==> config.mk <==
export PLATFORM = sky130hd
export DESIGN_NAME = seg_scroll_n
export DESIGN_NICKNAME = d
export VERILOG_FILES = /design/src/rtl/seg_scroll_n.sv
export SDC_FILE = /design/constraint.sdc
export NUM_CORES = 1
export LEC_CHECK = 0
export BUFFER_PORTS_ARGS = -buffer_cell sky130_fd_sc_hd__buf_2
export CORE_MARGIN = 4
export CORE_UTILIZATION = 55
export CTS_BUF_LIST = sky130_fd_sc_hd__clkbuf_2 sky130_fd_sc_hd__clkbuf_4 sky130_fd_sc_hd__clkbuf_8
export DETAILED_ROUTE_END_ITERATION = 16
export PLACE_DENSITY = 0.85
export SYNTH_ARGS = -nofsm -noshare
export SYNTH_HDL_FRONTEND = slang
export SYNTH_SLANG_ARGS = --single-unit
==> constraint.sdc <==
create_clock -name clk -period 1.61 [get_ports clk]
set_input_delay 0.322 -clock clk [delete_from_list [all_inputs] [get_ports clk]]
set_output_delay 0.322 -clock clk [all_outputs]
set_load 0.01 [all_outputs]
==> src/rtl/seg_scroll_n.sv <==
// seg_scroll_n -- N-digit scrolling 7-segment display engine.
//
// On every scroll tick the engine takes one digit from the receive FIFO
// through a read handshake. If the FIFO is empty it inserts a fill digit
// instead. It then shifts the digit row in the direction selected by i_dir
// and drives registered active-low segment patterns for every digit.
// o_start flags the first FIFO digit that follows a fill step, so the
// UART TX echo path can begin a new message.
//
// Optional feature macro: SCROLL_RECIRC_EN
//   defined   : the fill digit is the digit shifted out of the row, so an
//               empty FIFO rotates the display.
//   undefined : the fill digit is BLANK_CODE.
//
// Parameters
//   NUM_DIGITS  number of display digits (>= 2)
//   DIG_W       width of one digit code (>= 4)
//   BLANK_CODE  code that displays all segments off
//
// Ports
//   clk           system clock
//   reset         asynchronous active-low reset
//   i_tick        one-clk scroll strobe
//   i_clean       synchronous clear of the display and engine (highest priority)
//   i_dir         0: shift toward higher index, 1: shift toward lower index
//   i_fifo_empty  FIFO empty flag, sampled when a step starts
//   i_fifo_data   FIFO read data, valid the cycle after o_fifo_rd
//   o_fifo_rd     FIFO read strobe, one cycle per consumed digit
//   o_digits      digit row, digit k at [k*DIG_W +: DIG_W]
//   o_seg         segments {g,f,e,d,c,b,a} for digit k at [k*7 +: 7], active-low
//   o_busy        high while a scroll step is in progress
//   o_start       one-clk pulse at the start of a message
module seg_scroll_n #(
  parameter int               NUM_DIGITS = 3,
  parameter int               DIG_W      = 4,
  parameter logic [DIG_W-1:0] BLANK_CODE = 4'hF
) (
  input  logic                        clk,
  input  logic                        reset,
  input  logic                        i_tick,
  input  logic                        i_clean,
  input  logic                        i_dir,
  input  logic                        i_fifo_empty,
  input  logic [DIG_W-1:0]            i_fifo_data,
  output logic                        o_fifo_rd,
  output logic [NUM_DIGITS*DIG_W-1:0] o_digits,
  output logic [NUM_DIGITS*7-1:0]     o_seg,
  output logic                        o_busy,
  output logic                        o_start
);

  localparam int ROW_W = NUM_DIGITS * DIG_W;
  localparam int SEG_W = NUM_DIGITS * 7;

  typedef enum logic [1:0] {
    IDLE = 2'd0,
    RD   = 2'd1,
    LAT  = 2'd2
  } state_t;

  state_t           state;
  state_t           stateNext;
  logic             stepGo;
  logic             srcFifo;
  logic             pending;
  logic             prevFill;
  logic             startP1;
  logic [DIG_W-1:0] fillDigit;
  logic [DIG_W-1:0] newDigit;
  logic [ROW_W-1:0] digitsP1;
  logic [ROW_W-1:0] digitsNext;
  logic [SEG_W-1:0] segNext;
  logic [SEG_W-1:0] segP2;

  // Active-low segment decode, bit order {g,f,e,d,c,b,a}. The blank code
  // is tested first so it wins even if it is chosen inside 0..9.
  function automatic logic [6:0] decodeSeg(input logic [DIG_W-1:0] code);
    logic [6:0] seg;
    if (code == BLANK_CODE) begin
      seg = 7'b1111111;
    end else begin
      case (code)
        DIG_W'(0): seg = 7'b1000000;
        DIG_W'(1): seg = 7'b1111001;
        DIG_W'(2): seg = 7'b0100100;
        DIG_W'(3): seg = 7'b0110000;
        DIG_W'(4): seg = 7'b0011001;
        DIG_W'(5): seg = 7'b0010010;
        DIG_W'(6): seg = 7'b0000010;
        DIG_W'(7): seg = 7'b1111000;
        DIG_W'(8): seg = 7'b0000000;
        DIG_W'(9): seg = 7'b0010000;
        default:   seg = 7'b0111111;
      endcase
    end
    return seg;
  endfunction

  // A queued tick starts a step exactly like a fresh one.
  assign stepGo = (state == IDLE) && (i_tick || pending);

  always_ff @(posedge clk or negedge reset) begin
    if (!reset) begin
      state <= IDLE;
    end else begin
      state <= stateNext;
    end
  end

  always_comb begin
    stateNext = state;
    case (state)
      IDLE:    if (stepGo) stateNext = RD;
      RD:      stateNext = LAT;
      LAT:     stateNext = IDLE;
      default: stateNext = IDLE;
    endcase
    if (i_clean) stateNext = IDLE;
  end

  // ---- Stage p0: step control (source select, tick queue, message start)
  always_ff @(posedge clk or negedge reset) begin
    if (!reset) begin
      srcFifo  <= 1'b0;
      pending  <= 1'b0;
      prevFill <= 1'b1;
      startP1  <= 1'b0;
    end else if (i_clean) begin
      srcFifo  <= 1'b0;
      pending  <= 1'b0;
      prevFill <= 1'b1;
      startP1  <= 1'b0;
    end else begin
      startP1 <= 1'b0;
      case (state)
        IDLE: begin
          // Empty flag is only looked at here; later changes in the same
          // step are ignored.
          if (stepGo) begin
            srcFifo <= !i_fifo_empty;
            pending <= 1'b0;
          end
        end
        RD: begin
          // One-deep queue: a tick while pending is already set is lost.
          if (i_tick) pending <= 1'b1;
        end
        LAT: begin
          if (i_tick) pending <= 1'b1;
          startP1  <= srcFifo && prevFill;
          prevFill <= !srcFifo;
        end
        default: ;
      endcase
    end
  end

  // ---- Stage p1: new digit and row shift
`ifdef SCROLL_RECIRC_EN
  // Reuse the digit that this shift would otherwise discard.
  assign fillDigit = i_dir ? digitsP1[DIG_W-1:0] : digitsP1[ROW_W-1 -: DIG_W];
`else
  assign fillDigit = BLANK_CODE;
`endif

  assign newDigit   = srcFifo ? i_fifo_data : fillDigit;
  assign digitsNext = i_dir ? {newDigit, digitsP1[ROW_W-1:DIG_W]}
                            : {digitsP1[ROW_W-DIG_W-1:0], newDigit};

  always_ff @(posedge clk or negedge reset) begin
    if (!reset) begin
      digitsP1 <= {NUM_DIGITS{BLANK_CODE}};
    end else if (i_clean) begin
      digitsP1 <= {NUM_DIGITS{BLANK_CODE}};
    end else if (state == LAT) begin
      digitsP1 <= digitsNext;
    end
  end

  // ---- Stage p2: registered segment decode of the whole row
  always_comb begin
    segNext = '1;
    for (int k = 0; k < NUM_DIGITS; k++) begin
      segNext[k*7 +: 7] = decodeSeg(digitsP1[k*DIG_W +: DIG_W]);
    end
  end

  always_ff @(posedge clk or negedge reset) begin
    if (!reset) begin
      segP2 <= '1;
    end else begin
      segP2 <= segNext;
    end
  end

  assign o_fifo_rd = (state == RD) && srcFifo;
  assign o_busy    = (state != IDLE);
  assign o_start   = startP1;
  assign o_digits  = digitsP1;
  assign o_seg     = segP2;

endmodule

## Word level (Yosys, flattened, before mapping)

Memories as Yosys holds them, arrays and structs flattened.
Index checks and enable logic that the tools add are counted.

- Register bits: 39
- Memory bits (read-only): 336
- Word-level logic and storage cells: 53
- Memories: 3

- Equal/unequal tests: 7
- Mux-type cells: 21
- Reduce and logical (&&, ||, !) cells: 15

Memories:

| name | depth | width | read ports | clocked after Yosys merged registers in | wr ports | line | RTL |
|---|---|---|---|---|---|---|---|
| (name not given) | 16 | 7 | 1 | 0 | 0 | 82 | `case (code)` |
| (name not given) | 16 | 7 | 1 | 0 | 0 | 82 |  |
| (name not given) | 16 | 7 | 1 | 0 | 0 | 82 |  |

Operator list:

| cell | number |
|---|---|
| $mux 12 | 3 |
| $mux 7 | 3 |
| $eq 4x4->1 const B | 3 |
| $mux 1 | 10 |
| $reduce_bool 2->1 | 4 |
| $mux 2 | 2 |
| $mux 4 | 1 |
| $pmux 2 s2 | 1 |
| $logic_and 1x1->1 | 3 |
| $ne 3x1->1 const B | 1 |
| $ne 3x3->1 const B | 1 |
| $reduce_and 3->1 | 1 |
| $reduce_bool 3->1 | 1 |
| $eq 2x1->1 const B | 1 |
| $eq 2x2->1 const B | 1 |
| $logic_not 1->1 | 2 |
| $logic_not 2->1 | 1 |
| $pmux 1 s2 | 1 |
| $reduce_and 2->1 | 1 |
| $reduce_or 2->1 | 1 |
| $logic_or 1x1->1 | 1 |

## Logic depth before layout (Yosys ltp)

- Depth after elaboration: 5
- Gate-level depth with buffers: 6
- Depth with buffers taken out: 5

## Worst setup path before layout

No wires, ideal clock.

- Path type: register -> register
- From: register digitsP1[9], in the netlist o_digits[9]
- To: register segP2[17], in the netlist o_seg[17]
- Setup time: 88 ps
- Arrival time: 1,304 ps
- Path slack: 218 ps
- Cell stages (with the launch flop): 6
- Path buffers: 0
- Period minus slack after synthesis: 1,392 ps
- Path through: dfstp_2 -> inv_1 -> ha_1 -> or2_2 -> a21oi_1 -> nor2_1

- Word-level cells in the longest chain between the ends: 2
- Elaborated cells between the ends (all ways): 3

RTL lines:

| what | line | RTL |
|---|---|---|
| start, declared | 70 | `logic [ROW_W-1:0] digitsP1;` |
| start signal, assigned | 172 | `digitsP1 <= {NUM_DIGITS{BLANK_CODE}};` |
| start signal, assigned | 174 | `digitsP1 <= {NUM_DIGITS{BLANK_CODE}};` |
| start signal, assigned | 176 | `digitsP1 <= digitsNext;` |
| $mem_v2 16x7 or $eq 4x4->1 (tied branches) | n/a |  |
| $mux 7 (*) | 79 | `if (code == BLANK_CODE) begin` |
| named net segNext[17] | 72 | `logic [SEG_W-1:0] segNext;` |
| end signal, assigned | 192 | `segP2 <= segNext;` |
| end, declared | 73 | `logic [SEG_W-1:0] segP2;` |

Mark *: on every way through the listed nets, which the timed path passes. The rest lies on a longest branch.
A chain may end at the register's enable or synchronous reset.

## Final worst setup path

- From: register state[1]
- To: output o_fifo_rd

- Word-level cells in the longest chain between the ends: 2

RTL lines:

| what | line | RTL |
|---|---|---|
| start, declared | 61 | `state_t state;` |
| start signal, assigned | 106 | `state <= stateNext;` |
| $eq 2x1->1 | 196 | `assign o_fifo_rd = (state == RD) && srcFifo;` |
| $logic_and 1x1->1 | 196 |  |
| end, declared | 45 | `output logic o_fifo_rd,` |

Every way passes these cells.

==> results.txt <==
- Status: complete, no violations
* Via Count: 1607
- Final Cycle Share: 0.962
* Die X-Extent: 69.0 um
* CTS clock-pin slew for the worst setup and hold paths: 0.08 ns
- Of the cells placed in the final design, the portion with a size suffix greater than 1 is 0.382.
- Final hold violation count: 0
- Subtracting the final worst setup slack from the clock period gives 1.55 ns.
- Buffers inserted during clock tree synthesis total 5.
* PD cells: 1220 mW/mm2
- For this block, the initial DRC count from the detailed router was 129.
- CTS sink cnt: 39
* Pin count of the biggest net entering global routing: 23
- Master cell of the clock root buffer: sky130_fd_sc_hd__clkbuf_8
- In this run the post-CTS setup repair buffer count came out at 0.
* Detailed-router iteration count before antenna repair: 4
- Average instance area after synthesis: 9.81 um2
- Post-detailed-route count of antenna-violating nets: 0
- The die covers 0.00477 mm2.
- The longest clock path from root to sink contains 2 buffers.
- Crit path cell chain: inv_2, ha_1, and2_1, buf_2
- The worst setup path is of the reg -> out kind.
- Area added between synthesis and finish: 19.2%
* Share of synthesized area occupied by flip-flops and latches: 0.497
- Count of input and output buffers: 45
- Measured along the y axis, the die boundary spans 69.0 um.
- Total DRC errors in the routed layout: 0
- Setup repair after global routing left no endpoint under its margin.
* Endpoint of the most critical register-to-register path: o_seg[17]
- The mapped netlist covers 0.00205 mm2.
- Using the TritonRoute via totals, the vias-per-cell ratio works out to 5.36.
- Core ar.: 0.00347 mm2
* Global-route wire length before repair: 7070 um
- Number of standard cells in the final layout excluding fillers: 300
- Number of antenna violations at the first check in global routing: 0
- In this run the most critical hold path is launched from i_fifo_empty.
- I/O Pins: 46
- When the netlist entered floorplanning its net count stood at 238.
- The library cell used most frequently in the layout, excluding fill and tap cells, is sky130_fd_sc_hd__buf_2.
- The number of global-route vias before repair was 1499.
- Number of levels in the clock H-tree: 2
- Worst slew pin tran: 0.445 ns
- Capturing element type of the critical path: primary output
- Most frequent cells in the layout: 45 x sky130_fd_sc_hd__buf_2, 34 x sky130_fd_sc_hd__dfstp_2, 25 x sky130_fd_sc_hd__o21ai_0
* Critical path arrival: 1.23 ns
* Setup Slack @ Placement: 0.177 ns
* Worst setup margin: 0.0615 ns
- The startpoint identified for the worst register-to-register timing path is o_digits[9].
- HPWL Detailed: 2920 um
* Overall Global Routing Usage: 0.182
* TNS Setup: 0 ns
* Worst hold path stage count: 2
- In this run the tightest slew margin relative to its limit is 0.704.
- Clock insertion delay at the later pin of the skew report: 0.29 ns
- Post-Route Utilization: 0.704
- Max-cap viol count: 0
* Number of distinct library cells after synthesis: 24
- Across the VDD grid, the largest voltage drop is 664 uV.
* Initial standard-cell utilization of the core: 0.591
* Antenna fix cells: 0
* Reg-to-reg setup timing slack: 0.16 ns
- GR Overflow Total: 0
- Number of instances in the synthesized netlist: 209
- After detailed routing, the average wire length per cell comes to 13.7 um.
- Final max-slew violation count: 0
* Sort of element at the start of the critical path: flip-flop
- At the worst endpoint, the required time is 1.29 ns.
- Based on the critical path, the design can be clocked at up to 0.646 GHz.
- Largest driver fanout on the critical path: 4
* Worst min path class: in -> reg
* Maximum clock skew at final layout: 0.00761 ns
- For this design the static power due to leakage is 1.07 nW.
- After detailed placement, the design holds a cell count of 291.
- Post-Route WL: 4120 um
* Endpoint with the worst hold slack: srcFifo
- Count of cells along the worst register-to-register path: 5
- At the end of routability-driven placement, the weighted congestion stood at 0.826.
- Number of warning messages in the yosys log: 0
* Clock tree from TritonCTS: done
- The slowest stage of the critical path is the sky130_fd_sc_hd__dfrtp_1 cell.
- Setup violations remaining at the end of the flow were counted as 0.
* FF+latch count, synth: 39
* Std cell rows: 21
- For this run, the post-layout net count is 282.
* Delay of the slowest cell on the worst path: 0.38 ns
[worst max-delay path by stage]
stage	start	endpoint	slack, ns	cells after the start
global route	state[1]	o_fifo_rd	0.01	4
floorplan	o_digits[9]	o_seg[17]	0.22	5
finish	state[1]	o_fifo_rd	0.06	4
CTS	state[1]	o_fifo_rd	0.02	4
detailed placement	state[0]	o_digits[4]	0.18	5
global placement	o_digits[1]	o_seg[0]	0.21	5
[cells in the mapped netlist (all sizes together)]
master / count / share of area
dfstp: 34 / 0.44
o21ai: 25 / 0.061
a21oi: 20 / 0.049
nor2: 20 / 0.037
ha: 19 / 0.12
nand2: 18 / 0.033
inv: 11 / 0.020
buf: 10 / 0.025
nand2b: 9 / 0.027
nor3b: 8 / 0.029
dfrtp: 5 / 0.061
nand3b: 5 / 0.018
a211o: 4 / 0.017
a211oi: 4 / 0.015
a22o: 3 / 0.013
clkbuf: 3 / 0.0055
or2: 3 / 0.0092
mux2i: 2 / 0.0098
nor3: 2 / 0.0049
o21a: 2 / 0.0073
and2: 1 / 0.0031
or3: 1 / 0.0031
[registers in the layout, indices dropped and copies added (netlist names)]
name / cells
pending: 1
srcFifo: 1
prevFill: 1
o_seg: 21
o_digits: 12
o_start: 1
state: 2
[logic make-up after synthesis]
| logic type | after synthesis | synth area share |
|---|---|---|
| simple gates | 67 | 0.165 |
| compound gates | 58 | 0.162 |
| flops | 39 | 0.497 |
| buf+inv | 24 | 0.0507 |
| fa+ha+maj | 19 | 0.116 |
| mux | 2 | 0.00977 |
[cell type report]
class                      count  area (um2)
inverter                      11        41.3
clock inverter                 2        35.0
timing repair buffer          50         278
clock buffer                   6        82.6
sequential                    39        1020
tap                           46        57.6
fill                         266        1030
multi-input combinational    146         930
[critical path, delay by kind of cell, from the launching register on]
| kind | cells | cell delay, ns |
|---|---|---|
| simple gates | 1 | 0.16 |
| flops | 1 | 0.38 |
| fa+ha+maj | 1 | 0.19 |
| buf+inv | 2 | 0.20 |
[per-layer routing]
metal,GRT usage,routed length (um)
met5,0,0
met4,0.0716,97
met3,0.0567,236
met2,0.290,1990
met1,0.229,1800
[timing repair]
| action | CTS | global route |
|---|---|---|
| endpoints found under the hold margin | 5 | 0 |
| hold buffers | 1 | 0 |
| gates resized for setup | 0 | 3 |
| endpoints found under the setup margin | 0 | 2 |
[where the power goes]
| part | internal [W] | leakage, nW | switching [W] | total (W) |
|---|---|---|---|---|
| combinational | 0.000335 | 0.581 | 0.000421 | 0.000756 |
| clock | 0.000501 | 0.0612 | 0.000333 | 0.000834 |
| sequential | 0.00122 | 0.426 | 0.000164 | 0.00139 |
[through the flow]
step                      area [um2]  hold slack (ns)  total power (W)
after floorplan                 2050           0.0264          0.00186
after global placement          2310            0.286          0.00211
after detailed placement        2310            0.287          0.00215
after CTS                       2440            0.191          0.00299
after global routing            2440            0.207          0.00316
final                           2440            0.196          0.00298
Note: power is estimated with default switching activity, not from simulation.
